==> src/rtl/sad_best_match.sv <==
// Tracks the minimum SAD over one raster-scanned search window and reports
// its (row,col) displacement, with a one-cycle done pulse at the end.
module sad_best_match #(
    parameter int DATA_W     = 32,
    parameter int NUM_ROWS   = 4,
    parameter int NUM_COLS   = 4,
    parameter int IDX_W      = 8,
    parameter int EARLY_EXIT = 1
) (
    input  logic              clk,
    input  logic              rst_n,
    input  logic              start,
    input  logic              sad_valid,
    input  logic [DATA_W-1:0] sad_in,
    output logic              sad_ready,
    output logic              busy,
    output logic              done,
    output logic [DATA_W-1:0] best_sad,
    output logic [IDX_W-1:0]  best_row,
    output logic [IDX_W-1:0]  best_col,
    output logic [15:0]       cand_count
);

    // state  | meaning
    // IDLE   | waiting for start; results of last search held
    // SEARCH | accepting one SAD per candidate position
    // DONE   | one cycle, best_* final, done asserted
    localparam logic [1:0] IDLE   = 2'd0;
    localparam logic [1:0] SEARCH = 2'd1;
    localparam logic [1:0] DONE   = 2'd2;

    localparam logic [IDX_W-1:0] LAST_ROW = IDX_W'(NUM_ROWS - 1);
    localparam logic [IDX_W-1:0] LAST_COL = IDX_W'(NUM_COLS - 1);

    logic [1:0]       state;
    logic [IDX_W-1:0] rowCnt;
    logic [IDX_W-1:0] colCnt;
    logic             accept;
    logic             lastCand;
    logic             zeroHit;
    logic             endSearch;

    assign sad_ready = (state == SEARCH);
    assign busy      = (state != IDLE);
    assign done      = (state == DONE);

    assign accept    = sad_valid & sad_ready;
    assign lastCand  = (rowCnt == LAST_ROW) && (colCnt == LAST_COL);
    assign zeroHit   = (EARLY_EXIT != 0) && (sad_in == '0);
    assign endSearch = lastCand || zeroHit;

    always_ff @(posedge clk or negedge rst_n) begin
        if (!rst_n) begin
            state      <= IDLE;
            best_sad   <= '1;
            best_row   <= '0;
            best_col   <= '0;
            cand_count <= '0;
            rowCnt     <= '0;
            colCnt     <= '0;
        end else begin
            case (state)
                IDLE: begin
                    if (start) begin
                        state      <= SEARCH;
                        best_sad   <= '1;
                        best_row   <= '0;
                        best_col   <= '0;
                        cand_count <= '0;
                        rowCnt     <= '0;
                        colCnt     <= '0;
                    end
                end
                SEARCH: begin
                    if (accept) begin
                        // strict compare: a tie keeps the earlier position
                        if (sad_in < best_sad) begin
                            best_sad <= sad_in;
                            best_row <= rowCnt;
                            best_col <= colCnt;
                        end
                        if (cand_count != 16'hFFFF)
                            cand_count <= cand_count + 16'd1;
                        if (endSearch) begin
                            state  <= DONE;
                            rowCnt <= '0;
                            colCnt <= '0;
                        end else if (colCnt == LAST_COL) begin
                            colCnt <= '0;
                            rowCnt <= rowCnt + IDX_W'(1);
                        end else begin
                            colCnt <= colCnt + IDX_W'(1);
                        end
                    end
                end
                DONE:    state <= IDLE;
                default: state <= IDLE;
            endcase
        end
    end

endmodule
==> config.mk <==
export PLATFORM = sky130hd
export DESIGN_NAME = sad_best_match
export DESIGN_NICKNAME = d
export VERILOG_FILES = /design/src/rtl/sad_best_match.sv
export SDC_FILE = /design/constraint.sdc
export NUM_CORES = 1
export LEC_CHECK = 0
export ABC_AREA = 1
export BUFFER_PORTS_ARGS = -buffer_cell sky130_fd_sc_hd__buf_2
export CORE_MARGIN = 1
export CORE_UTILIZATION = 60
export DETAILED_ROUTE_END_ITERATION = 7
export PLACE_DENSITY = 0.9
export SETUP_SLACK_MARGIN = 0.3
export SLEW_MARGIN = 20
export SYNTH_ARGS = -nofsm -noshare
export SYNTH_HDL_FRONTEND = slang
export SYNTH_SLANG_ARGS = --single-unit
==> constraint.sdc <==
create_clock -name clk -period 3.5 [get_ports clk]
set_input_delay 0.175 -clock clk [delete_from_list [all_inputs] [get_ports clk]]
set_output_delay 0.175 -clock clk [all_outputs]
set_load 0.02 [all_outputs]
# --- Word-level counts from Yosys, hierarchy flattened ---
# Index checks and enable logic that the tools add are counted.
totals:
  ff_bits: 82
  out_inout_bits: 67
op_classes:
  n_addsub: 3
  order_cmp: 1
  n_eq_ne: 11
  mux: 27
  bitwise: 1
  n_reduce_logical: 11
ops:
  columns: ["op", "n"]
  rows:
  - ["$mux 32", 3]
  - ["$mux 8", 11]
  - ["$pmux 32 s2", 1]
  - ["$pmux 8 s2", 4]
  - ["$mux 16", 3]
  - ["$logic_not 32->1", 1]
  - ["$lt 32x32->1", 1]
  - ["$pmux 16 s2", 1]
  - ["$add 16x1->16 const B", 1]
  - ["$add 8x1->8 const B", 2]
  - ["$eq 8x2->1 const B", 2]
  - ["$ne 16x16->1 const B", 1]
  - ["$reduce_and 4->1", 3]
  - ["$ne 2x1->1 const B", 4]
  - ["$mux 2", 3]
  - ["$reduce_and 3->1", 2]
  - ["$pmux 2 s2", 1]
  - ["$reduce_bool 2->1", 2]
  - ["$ne 3x1->1 const B", 1]
  - ["$eq 2x1->1 const B", 1]
  - ["$eq 2x2->1 const B", 1]
  - ["$logic_not 2->1", 1]
  - ["$ne 2x2->1 const B", 1]
  - ["$and 1x1->1", 1]
  - ["other kinds (2)", 2]

# --- Logic depth before layout (Yosys ltp) ---
# Gate-level depths: netlist (run 1).
depth:
  depth_word: 6
  mapped_depth: 18
  ltp_nobuf: 16

# --- Least setup slack after synthesis (run 1) ---
# Ideal clock, no wire load.
synth_timing:
  kind: "register to register"
  from: "reg best_sad[31]"
  to: "reg best_row[4]"
  setup_time_ps: 117
  t_arrival_ps: 1934
  required_time_ps: 3383
  path_slack_ps: 1449
  path_stages_with_launch: 14
  path_buffers: 2
  period_less_slack_ps: 2051
  cell_sequence: "dfstp_2 > inv_1 > ha_1 > nand2_1 > nor2_2 > nand4_2 > nor4_2 > nand2_1 > nand2_2 > nand2_4 > buf_6 > buf_4 > nand3_1 > nand2_1"
synth_between:
  elab_chain_len: 3
synth_rtl:
  columns: ["item", "line", "text"]
  rows:
  - ["start: declaration", "18", "output logic [DATA_W-1:0] best_sad,"]
  - ["start signal: assignment", "78", "best_sad <= sad_in;"]
  - ["$lt 32x32->1", "77", "if (sad_in < best_sad) begin"]
  - ["$ne 2x1->1 (no line)", null, null]
  - ["$reduce_and 4->1 (no line)", null, null]
  - ["end signal: assignment", "79", "best_row <= rowCnt;"]
  - ["end: declaration", "19", "output logic [IDX_W-1:0] best_row,"]
# Every way passes these cells.
# A chain may end at the register's enable or synchronous reset.

# --- Final worst setup path (run 1) ---
layout_timing:
  from: "reg best_sad[5]"
  to: "reg best_col[7]"
layout_between:
  elab_chain_len: 3
layout_rtl:
  columns: ["item", "line", "text"]
  rows:
  - ["$lt 32x32->1", "77", null]
  - ["$ne 2x1->1 (no line)", null, null]
  - ["$reduce_and 4->1 (no line)", null, null]
  - ["end signal: assignment", "80", "best_col <= colCnt;"]
  - ["end: declaration", "20", "output logic [IDX_W-1:0] best_col,"]
# Every way passes these cells.

==> results.tsv, run 1 <==
stage	metric	value	unit
final_layout	area_growth	13.50	%
grt	grt_max_degree	83	
floorplan	io_pins	103	
route	drt_wl_total	12520	microns
yosys	syn_area	0.005144	sq mm
worst_setup_path	critical-path-top-delay-family	simple AND/OR/NAND/NOR gates	
pwr	netSwitchingFraction	48.63	%
pwr	p_clk_share	14.0	%
yosys	synth_area_per_cell	7.520	sq um
yosys	yosys.area.top_type	dfrtp_1	
worst_setup_path	required	3.79	ns
floorplan	dieArea	0.008947	sq mm
grt	antenna_found_initial	0	
worst_setup_path	cpPeakStageDelay	0.55	ns
sta	fmax	390.4	MHz
worst_setup_path	crit_path_start_kind	flip-flop	
final_layout	drive_gt1_share	23.05	%
final_layout	seq_area	0.002092	sq mm
pwr	pwr-share-comb	51.6	%
grt	grt_pass1_vias	4513	
yosys	synth_edf_count	0	
outcome	status	complete, no violations	
place	io_buffers	102	
worst_setup_path	endpoint_kind	flip-flop	
yosys	synthFlopType	dfrtp_1	
floorplan	initial_utilization	62.29	%
sta	worstMarginPinSlew	0.7345	ns
yosys	synth-seq-cells	82	
yosys	syn-num-nets	754	
final_layout	final_cells	886	
place	dp_cells	869	
final_layout	nFillCells	665	
sta	hold_violations	0	
grt	grt_pass1_wl	20410	microns
yosys	synth.top_cell.area_share	24.32	%
pwr	power_frac_seq	34.4	%
sta	setup_violations	0	
route	wl_per_cell	14.13	microns
worst_setup_path	critPathArrivalTime	2.85	ns
final_layout	multi_input_area	0.002462	sq mm
sta	timing.final.crit_share	73.18	%
worst_setup_path	worst-path-buf-inv	2	
yosys	ys_seq_area_share	40.67	%
floorplan	core	0.008258	sq mm
route	dr.pass1.iters	5	
cts	root_buffer	clkbuf_8	
sta	skew	0.01512	ns
grt	grt_use_total	29.38	%
cts	clock_latency	0.36	ns
worst_setup_path	slowest_stage	dfstp_2	
worst_setup_path	path_cells	inv_1, ha_1, a21oi_1, nor2_1, nor3_1, nand2_1, nand2_1, nand2_1, nand2_1, nand2_2, nand2_4, buf_4, nand3_1, nand2_1	
yosys	synthCells	684	
pwr	p_leak	3.217	nW
yosys	synth.most_common_cell	nand2_1	
grt	grt-ovfl-total	0	
pwr	p_int	2.393	mW
worst_setup_path	crit_fanout	48	
pwr	pwr_density_cell	798.0	mW/mm^2
floorplan	die_w	94.59	microns
cts	cts_buffers	9	
cts	clockBufferDepth	2	
pwr	switchingPower	2.266	mW
route	ant_nets	0	
worst_setup_path	crit_top_cell	nand2_1	
sta	setup_tns	0	ns
yosys	async_flop_share	100.0	%
final_layout	nets	846	
route	via_count	4852	
route	viasPerCell	5.476	
place	dp_hpwl	8729	microns
route	drc	0	
worst_setup_path	critPathKind	flip-flop to flip-flop	
floorplan	die_h	94.59	microns
yosys	ys_top_cells_by_area	dfrtp_1 24%, dfstp_2 16%, nand2_1 14%	
yosys	ys_top_cells_by_count	185 x nand2_1, 107 x inv_1, 72 x nand3_1, 50 x dfrtp_1, 43 x nor2_1	
sta	slew_headroom	51.03	%
final_layout	n_antenna_cell	0	
cts	htreeDepth	3	
yosys	yosys_warnings	0	
cts	clkSinkCount	82	
route	drt-initial-drc-count	332	
cts	tritoncts	done	
sta	slew_violations	0	
pwr	vdd_ir_drop_max	805.0	uV
run	drv_cap	0	
sta	fin_crit	2.561	ns
place	gp_congestion	0.9556	
yosys	synth_cell_types	34	
sta	grt_setup_unrepaired	no	
cts	clk_pin_slew	0.09	ns
floorplan	rows	33	
min_path	hp-class	input pin to flip-flop	
-- worst min-delay path, delay by kind of cell --
family	cells	cell delay [ns]
buf+inv	2	0.17
compound gates	1	0.06
simple gates	1	0.05
-- power by group through the flow --
stage | clock, mW | combinational [mW] | sequential, mW
floorplan | 0 | 1.56 | 1.87
detailed placement | 0 | 2.39 | 1.62
global placement | 0 | 2.28 | 1.60
CTS | 0.659 | 2.40 | 1.60
finish | 0.652 | 2.40 | 1.60
global route | 0.706 | 2.71 | 1.63
-- area by class of cell --
class                      count  share of cell area (%)
sequential                    82                   35.83
timing repair buffer         106                   9.408
clock inverter                 6                  0.7930
tap                          105                   2.250
multi-input combinational    466                   42.18
inverter                     111                   7.180
clock buffer                  10                   2.357
-- cell usage in the layout (no fill, tap or decap), drive strengths merged, types with 2 or more instances in the layout --
cell,netlist,final
o21ai,24,24
nand3,72,72
xor2,12,12
dfstp,32,32
buf,19,105
clkinvlp,0,2
nor2,46,46
inv,111,114
and2,2,2
a21oi,24,24
dfrtp,50,50
ha,34,34
nand4,19,19
nor4,5,5
nand2,203,203
clkbuf,6,10
o31ai,6,6
nor3,15,15
-- worst paths after layout --
kind,from,to,depth (start not counted),slack (ns)
max in group asynchronous,rst_n,best_row[4]$_DFFE_PN0P_,2,2.58
worst min-delay path,sad_valid,state[0]$_DFFE_PN0P_,4,0.14
worst max register to register,best_sad[5]$_DFFE_PN1P_,best_col[7]$_DFFE_PN0P_,14,0.94
worst min register to register,best_col[1]$_DFFE_PN0P_,best_col[1]$_DFFE_PN0P_,2,0.47
min in group asynchronous,rst_n,cand_count[15]$_DFFE_PN0P_,2,0.42
worst max-delay path,best_sad[5]$_DFFE_PN1P_,best_col[7]$_DFFE_PN0P_,14,0.94
-- through the flow --
stage               util [%]  instance area (sq um)  setup slack [ns]  hold slack (ns)  total power, mW
floorplan                  -                   5144             1.449          -0.1206            3.434
finish                 70.70                   5838            0.9388           0.1368            4.659
global route           70.70                   5838            0.7093           0.1457            5.044
detailed placement     68.30                   5640             1.070           0.4245            4.005
global placement       68.30                   5640             1.146           0.4136            3.885
CTS                    70.53                   5824            0.9409          0.03528            4.660
-- routing by layer --
layer | vias up | global-route usage, % | share of wire, %
met2 | 196 | 48.73 | 50
li1 | 2360 | - | -
met5 | - | 0 | 0
met1 | 2259 | 37.81 | 42
met3 | 37 | 4.992 | 5.8
met4 | 0 | 12.88 | 2.8
-- flip-flops by register name, summed over array words and instances, names as in the netlist --
signal and flops:
best_col 8, colCnt 8, state 2, best_row 8, rowCnt 8, best_sad 32, cand_count 16
-- logic make-up (layout without fill, tap and decap cells) --
| group | count (synthesis) | count (layout) | share of synthesized area [%] |
|---|---|---|---|
| simple gates | 364 | 364 | 31.72 |
| buf+inv | 136 | 233 | 11.46 |
| flops | 82 | 82 | 40.67 |
| compound gates | 56 | 56 | 5.838 |
| fa+ha+maj | 34 | 34 | 8.271 |
| xor+xnor | 12 | 12 | 2.043 |
-- repair_timing --
item / in CTS / in global routing
setup buffers: 0 / 0
hold buffers: 0 / 1
endpoints found under the hold margin: 0 / 50
endpoints found under the setup margin: 0 / 0
gates resized for setup: 0 / 0
(Power assumes the default switching activity.)
==> run 2, diff against run 1 <==
--- a/config.mk
+++ b/config.mk
@@ -5,12 +5,12 @@
 export SDC_FILE = /design/constraint.sdc
 export NUM_CORES = 1
 export LEC_CHECK = 0
-export ABC_AREA = 1
+export ABC_AREA = 0
 export BUFFER_PORTS_ARGS = -buffer_cell sky130_fd_sc_hd__buf_2
 export CORE_MARGIN = 1
-export CORE_UTILIZATION = 60
+export CORE_UTILIZATION = 55
 export DETAILED_ROUTE_END_ITERATION = 7
-export PLACE_DENSITY = 0.9
+export PLACE_DENSITY = 0.85
 export SETUP_SLACK_MARGIN = 0.3
 export SLEW_MARGIN = 20
 export SYNTH_ARGS = -nofsm -noshare
==> constraint.sdc (replaced) <==
create_clock -name clk -period 2.7 [get_ports clk]
set_input_delay 0.135 -clock clk [delete_from_list [all_inputs] [get_ports clk]]
set_output_delay 0.135 -clock clk [all_outputs]
set_load 0.02 [all_outputs]
==> run 2 against run 1 <==
Against the previous run:
- the run now ends with setup timing left
- via count fell by 12%
- combinational power rose by 68%
- non-clock buffer count increased by 19
- synthesized area is 8.2% lower
- sequential power increased by 40%
- worst setup slack worse by 1.2 ns
- total power rose by 56%
- sequential cell count unchanged
- largest power group unchanged
==> results.tsv, run 2 <==
stage	metric	value	unit	change
outcome	status	finished, violations left		was complete, no violations
outcome	failed_checks	setup timing		
route	wl_per_cell	16.40	microns	was 14.13 microns
cts	clockBufferDepth	2		unchanged
floorplan	die_w	94.64	microns	was 94.59 microns
floorplan	dieArea	0.008956	sq mm	was 0.008947 sq mm
worst_setup_path	rr_endpoint	best_col[3]$_DFFE_PN0P_		was best_col[7]$_DFFE_PN0P_
yosys	async_flop_share	100.0	%	unchanged
sta	timing.final.crit_share	108.2	%	was 73.18%
yosys	ys_seq_area_share	44.33	%	was 40.67%
sta	slew_headroom	51.40	%	was 51.03%
min_path	min-delay-start	sad_valid		unchanged
final_layout	nets	692		was 846
sta	setup_tns	-9.025	ns	was 0 ns
yosys	synth_cell_types	51		was 34
sta	slew_violations	0		unchanged
yosys	synth-seq-cells	82		unchanged
worst_setup_path	reg2reg_slack	-0.22	ns	was 0.94 ns
yosys	syn_area	0.004720	sq mm	was 0.005144 sq mm
floorplan	core	0.008258	sq mm	unchanged
yosys	synthFlopType	dfrtp_1		unchanged
yosys	synth.most_common_cell	nor2_1		was nand2_1
grt	grt_use_total	27.44	%	was 29.38%
grt	grt_pass1_wl	19150	microns	was 20410 microns
place	pre_cts_ws	-0.1494	ns	was 1.070 ns
worst_setup_path	r2r_start	best_sad[17]$_DFFE_PN1P_		was best_sad[5]$_DFFE_PN1P_
route	drt-initial-drc-count	198		was 332
floorplan	initial_utilization	57.15	%	was 62.29%
final_layout	area_growth	22.77	%	was 13.50%
route	via_count	4269		was 4852
route	drc	0		unchanged
cts	root_buffer	clkbuf_8		unchanged
yosys	ys_top_cells_by_count	83 x nor2_1, 50 x dfrtp_1, 45 x nand2_1, 35 x inv_1, 34 x ha_1		was 185 x nand2_1, 107 x inv_1, 72 x nand3_1, 50 x dfrtp_1, 43 x nor2_1
final_layout	n_antenna_cell	0		unchanged
route	viasPerCell	5.832		was 5.476
sta	setup_violations	48		was 0
grt	grt_max_degree	83		unchanged
final_layout	final_cell_mix	101 x buf_2, 82 x nor2_1, 50 x dfrtp_1, 45 x nand2_1		was 185 x nand2_1, 107 x inv_1, 101 x buf_2, 72 x nand3_1, 50 x dfrtp_1
sta	skew	0.01114	ns	was 0.01512 ns
final_layout	nFillCells	604		was 665
grt	grt-ovfl-total	0		unchanged
floorplan	die_h	94.64	microns	was 94.59 microns
route	ant_nets	0		unchanged
yosys	syn-num-nets	576		was 754
min_path	min_to	state[0]$_DFFE_PN0P_		unchanged
yosys	synthCells	506		was 684
sta	hold_ws	0.01928	ns	was 0.1368 ns
cts	tritoncts	done		unchanged
yosys	yosys_warnings	0		unchanged
worst_setup_path	r2r_cells	10		was 14
worst_setup_path	crit_path_start_kind	flip-flop		unchanged
min_path	holdPathStages	2		was 4
sta	fin_crit	2.922	ns	was 2.561 ns
cts	htreeDepth	3		unchanged
cts	clock_latency	0.36	ns	about the same
final_layout	layout_commonest_cell	buf_2		was nand2_1
worst_setup_path	critPathKind	flip-flop to flip-flop		unchanged
yosys	ys_top_cells_by_area	dfrtp_1 27%, dfstp_2 18%, ha_1 9.0%		was dfrtp_1 24%, dfstp_2 16%, nand2_1 14%
min_path	hp-class	input pin to flip-flop		unchanged
cts	clk_pin_slew	0.09	ns	about the same
final_layout	fin_util	70.17	%	was 70.70%
route	drt_wl_total	12000	microns	was 12520 microns
final_layout	drive_gt1_share	31.26	%	was 23.05%
grt	antenna_found_initial	0		unchanged
pwr	fin_total_pwr	7.260	mW	was 4.659 mW
sta	fmax	342.2	MHz	was 390.4 MHz
place	gp_congestion	0.8756		was 0.9556
worst_setup_path	critPathArrivalTime	3.20	ns	was 2.85 ns
yosys	synth.top_cell.area_share	26.51	%	was 24.32%
final_layout	top_register	best_sad		unchanged
cts	cts_buffers	9		unchanged
sta	hold_violations	0		unchanged
pwr	pwr_density_cell	1253	mW/mm^2	was 798.0 mW/mm^2
yosys	yosys.area.top_type	dfrtp_1		unchanged
floorplan	io_pins	103		unchanged
final_layout	largest_reg_flops	32		unchanged
cts	clkSinkCount	82		unchanged
pwr	p_leak	2.857	nW	was 3.217 nW
pwr	vdd_ir_drop_max	1104	uV	was 805.0 uV
floorplan	rows	33		unchanged
run	drv_cap	0		unchanged
final_layout	reg.largest.list	best_sad: 32 flops, cand_count: 16 flops		unchanged
sta	grt_setup_unrepaired	yes		was no
worst_setup_path	required	2.97	ns	was 3.79 ns
route	dr.pass1.iters	5		unchanged
sta	worstMarginPinSlew	0.7290	ns	was 0.7345 ns
sta	fin_ws	-0.2222	ns	was 0.9388 ns
place	dp_hpwl	8433	microns	was 8729 microns
yosys	synth_area_per_cell	9.327	sq um	was 7.520 sq um
final_layout	multi_input_area	0.002470	sq mm	was 0.002462 sq mm
place	io_buffers	102		unchanged
grt	grt_pass1_vias	4098		was 4513
worst_setup_path	crit_fanout	16		was 48
yosys	synth_edf_count	0		unchanged
worst_setup_path	endpoint_kind	flip-flop		unchanged
final_layout	seq_area	0.002092	sq mm	unchanged
-- run 2: layer usage --
metal	wire [microns]	GRT usage (%)
met4	218	10.48
met2	6126	48.02
met3	665	3.462
met5	0	0
met1	4994	34.46
-- run 2: cell families (layout without fill, tap and decap cells) --
logic type	after synthesis	in the layout	synth area share (%)
adders and majority gates	34	34	9.014
buffers and inverters	56	177	5.355
and+or+nand+nor	207	207	20.47
DFF	82	82	44.33
AOI/OAI and AO/OA	86	86	12.35
muxes	33	33	6.999
xor gates and xnor gates	8	8	1.485
-- run 2: per-stage QoR --
stage	instances	cell area (sq um)
after floorplan	506	4755
after global placement	708	5426
after detailed placement	708	5426
after CTS	729	5718
after global routing	732	5794
final	732	5794
-- run 2: final cells by class --
type,instances,area share [%]
timing repair buffer,125,12.91
multi-input combinational,368,42.63
sequential,82,36.10
clock inverter,6,1.555
inverter,36,2.332
tap,105,2.267
clock buffer,10,2.203
-- run 2: where the power goes --
part / leakage [nW] / switching, mW / internal [mW] / total [mW]
registers: 1.01 / 0.395 / 1.85 / 2.24
clock network: 0.107 / 0.461 / 0.525 / 0.986
logic: 1.74 / 2.44 / 1.59 / 4.03
-- run 2: worst max-delay path: stages (launching register included) --
cell and delay (ns):
dfstp_2 0.54, inv_2 0.05, ha_4 0.23, a21o_1 0.20, a221o_1 0.32, a221oi_2 0.26, or4b_4 0.54, buf_4 0.17
a211oi_4 0.21, buf_12 0.19, o2bb2ai_1 0.13
-- run 2: how the worst max path moves through the flow --
stage | startpoint | endpoint | slack (ns)
finish | best_sad[17]$_DFFE_PN1P_ | best_col[3]$_DFFE_PN0P_ | -0.22
global route | best_sad[17]$_DFFE_PN1P_ | best_sad[25]$_DFFE_PN1P_ | -0.28
CTS | best_sad[19]$_DFFE_PN1P_ | best_col[7]$_DFFE_PN0P_ | -0.16
detailed placement | best_sad[18]$_DFFE_PN1P_ | best_sad[28]$_DFFE_PN1P_ | -0.15
global placement | best_sad[18]$_DFFE_PN1P_ | best_sad[21]$_DFFE_PN1P_ | -0.04
floorplan | best_sad[18]$_DFFE_PN1P_ | best_sad[10]$_DFFE_PN1P_ | -0.09
-- run 2: what timing repair did --
action,in CTS,in global routing
gates cloned,1,0
setup endpoints to repair,48,57
resized for setup,5,8
pin swaps,0,1
hold buffers,1,0
endpoints found under the hold margin,19,0
buffers inserted,3,3
==> run 3, diff against run 2 <==
--- a/config.mk
+++ b/config.mk
@@ -6,11 +6,11 @@
 export NUM_CORES = 1
 export LEC_CHECK = 0
 export ABC_AREA = 0
-export BUFFER_PORTS_ARGS = -buffer_cell sky130_fd_sc_hd__buf_2
 export CORE_MARGIN = 1
-export CORE_UTILIZATION = 55
+export CORE_UTILIZATION = 64
 export DETAILED_ROUTE_END_ITERATION = 7
-export PLACE_DENSITY = 0.85
+export DONT_BUFFER_PORTS = 1
+export PLACE_DENSITY = 0.84
 export SETUP_SLACK_MARGIN = 0.3
 export SLEW_MARGIN = 20
 export SYNTH_ARGS = -nofsm -noshare
==> run 3 against run 2 <==
Against the previous run:
- the run still ends with setup timing left
- combinational power about the same
- non-clock buffer count down 49
- die area down 14%
- utilization up 14 points
- clock power down 17%
- sequential share of layout area down 0.41 points
- register-to-register slack worse by 0.08 ns
- clock skew down 0.0034 ns
- sequential cell count unchanged
==> results.tsv, run 3 (synthesis gave the netlist of run 2 again) <==
stage	metric	value	unit	change
cts	clkSinkCount	82		unchanged
worst_setup_path	endpoint_kind	flip-flop		unchanged
final_layout	design_area	0.005864	sq mm	was 0.005794 sq mm
sta	timing.final.crit_share	111.4	%	was 108.2%
final_layout	reg.largest.list	best_sad: 32 flops, cand_count: 16 flops		unchanged
route	via_count	4379		was 4269
sta	slew_headroom	57.17	%	was 51.40%
floorplan	die_w	87.88	microns	was 94.64 microns
worst_setup_path	critical-path-top-delay-family	compound AO/OA/AOI/OAI gates		unchanged
cts	htreeDepth	3		unchanged
final_layout	layout_commonest_cell	nor2_1		was buf_2
sta	setup_violations	48		unchanged
worst_setup_path	slowest_stage	dfstp_2		unchanged
outcome	failed_checks	setup timing		unchanged
cts	tritoncts	done		unchanged
grt	antenna_found_initial	1		was 0
final_layout	seq_area	0.002093	sq mm	was 0.002092 sq mm
final_layout	fin_util	84.45	%	was 70.17%
route	ant_nets	0		unchanged
floorplan	initial_utilization	67.96	%	was 57.15%
worst_setup_path	critPathArrivalTime	3.29	ns	was 3.20 ns
sta	grt_setup_unrepaired	yes		unchanged
place	pre_cts_ws	-0.09572	ns	was -0.1494 ns
pwr	pwr_density_cell	1269	mW/mm^2	was 1253 mW/mm^2
min_path	hp-class	input pin to flip-flop		unchanged
final_layout	multi_input_area	0.002557	sq mm	was 0.002470 sq mm
outcome	status	finished, violations left		unchanged
pwr	vdd_ir_drop_max	621.9	uV	was 1104 uV
worst_setup_path	cpPeakStageDelay	0.55	ns	was 0.54 ns
place	placed_cell_area	0.005042	sq mm	was 0.005426 sq mm
sta	setup_tns	-12.04	ns	was -9.025 ns
final_layout	area_growth	24.26	%	was 22.77%
final_layout	drive_gt1_share	21.11	%	was 31.26%
floorplan	io_pins	103		unchanged
final_layout	top_register	best_sad		unchanged
sta	fmax	332.6	MHz	was 342.2 MHz
route	drt-initial-drc-count	431		was 198
grt	grt_max_degree	83		unchanged
sta	hold_ws	0.2810	ns	was 0.01928 ns
worst_setup_path	crit_path_start_kind	flip-flop		unchanged
sta	fin_crit	3.007	ns	was 2.922 ns
worst_setup_path	path_cells	inv_2, ha_4, a21o_1, a221o_1, a221oi_2, or4b_4, a211oi_4, clkbuf_16, o2bb2ai_1		was inv_2, ha_4, a21o_1, a221o_1, a221oi_2, or4b_4, buf_4, a211oi_4, buf_12, o2bb2ai_1
cts	cts_buffers	9		unchanged
route	drc	0		unchanged
place	io_buffers	0		was 102
route	viasPerCell	6.487		was 5.832
grt	grt_pass1_wl	20620	microns	was 19150 microns
sta	slew_violations	0		unchanged
final_layout	nets	643		was 692
final_layout	nFillCells	334		was 604
final_layout	largest_reg_flops	32		unchanged
sta	fin_ws	-0.3066	ns	was -0.2222 ns
route	dr.pass1.iters	6		was 5
floorplan	core	0.006944	sq mm	was 0.008258 sq mm
cts	clockBufferDepth	2		unchanged
route	drt_wl_total	14330	microns	was 12000 microns
floorplan	rows	30		was 33
grt	grt-ovfl-total	0		unchanged
place	gp_congestion	0.8481		was 0.8756
sta	skew	0.007690	ns	was 0.01114 ns
place	dp_hpwl	8028	microns	was 8433 microns
sta	worstMarginPinSlew	0.6409	ns	was 0.7290 ns
run	drv_cap	0		unchanged
route	wl_per_cell	21.23	microns	was 16.40 microns
worst_setup_path	worst-path-buf-inv	2		was 3
worst_setup_path	crit_fanout	8		was 16
worst_setup_path	critPathKind	flip-flop to flip-flop		unchanged
cts	clk_pin_slew	0.09	ns	about the same
cts	root_buffer	clkbuf_8		unchanged
grt	grt_use_total	35.57	%	was 27.44%
cts	clock_latency	0.36	ns	about the same
final_layout	final_cell_mix	82 x nor2_1, 49 x dfrtp_1, 45 x nand2_1, 34 x dlygate4sd3_1		was 101 x buf_2, 82 x nor2_1, 50 x dfrtp_1, 45 x nand2_1
floorplan	die_h	87.88	microns	was 94.64 microns
worst_setup_path	required	2.99	ns	was 2.97 ns
sta	hold_violations	0		unchanged
floorplan	dieArea	0.007722	sq mm	was 0.008956 sq mm
pwr	p_leak	2.696	nW	was 2.857 nW
grt	grt_pass1_vias	4296		was 4098
-- run 3: cell types whose count changed in the layout (fill, tap and decap cells not counted), moves of 2 or more --
| cell | change |
|---|---|
| buf_6 | -2 |
| dlygate4sd3_1 | +33 |
| buf_2 | -101 |
| o2bb2ai_2 | +5 |
| buf_12 | +2 |
| clkinv_1 | +2 |
| bufinv_16 | -2 |
| clkbuf_16 | +3 |
| buf_4 | +16 |
| o2bb2ai_1 | -6 |
-- run 3: worst min-delay path, cell delays in order --
cell     delay, ns
mux2i_1       0.07
nor2_1        0.09
buf_4         0.16
nand3_1       0.08
nand2_1       0.06
-- run 3: worst paths after layout --
path | startpoint | endpoint | slack (ns) | cells past startpoint
max | best_sad[17]$_DFFE_PN1P_ | best_col[1]$_DFFE_PN0P_ | -0.31 | 9
min | start | colCnt[1]$_DFFE_PN0P_ | 0.28 | 5
max reg2reg | best_sad[17]$_DFFE_PN1P_ | best_col[1]$_DFFE_PN0P_ | -0.31 | 9
min reg2reg | rowCnt[1]$_DFFE_PN0P_ | rowCnt[1]$_DFFE_PN0P_ | 0.53 | 2
max in group asynchronous | rst_n | best_sad[15]$_DFFE_PN1P_ | 1.98 | 2
min in group asynchronous | rst_n | best_col[4]$_DFFE_PN0P_ | 0.39 | 2
-- run 3: final cells by class --
cell class	count	share of cell area, %
multi-input combinational	368	43.61
sequential	82	35.69
timing repair buffer	76	13.40
clock buffer	11	2.411
inverter	36	2.304
tap	96	2.048
clock inverter	5	0.4907
antenna	1	0.04267
-- run 3: through the flow --
| stage | std cells | total power [mW] |
|---|---|---|
| after floorplan | 506 | 4.834 |
| after global placement | 614 | 5.610 |
| after detailed placement | 614 | 5.806 |
| after CTS | 665 | 6.723 |
| after global routing | 675 | 7.882 |
| final | 675 | 7.440 |
-- run 3: report_power, final --
group          internal, mW  switching, mW  leakage, nW
Combinational          1.70           2.35         1.60
Clock                 0.356          0.466       0.0848
Sequential             1.86          0.707         1.01
Total                  3.91           3.53         2.70
-- run 3: what timing repair did --
item                                    CTS  global route
endpoints found under the setup margin   50            60
buffers inserted                          0             6
pin swaps                                 0             1
hold buffers                             35             0
endpoints found under the hold margin   115             0
gates resized for setup                   4            21
gates cloned                              0             3
-- run 3: layer usage --
layer  global-route usage [%]  share of wire (%)  vias to the layer above
met5                        0                  0                        -
met4                    21.01                4.4                        0
met3                    10.74                9.3                       69
met2                    58.49                 50                      294
met1                    41.14                 36                     2111
li1                         -                  -                     1905
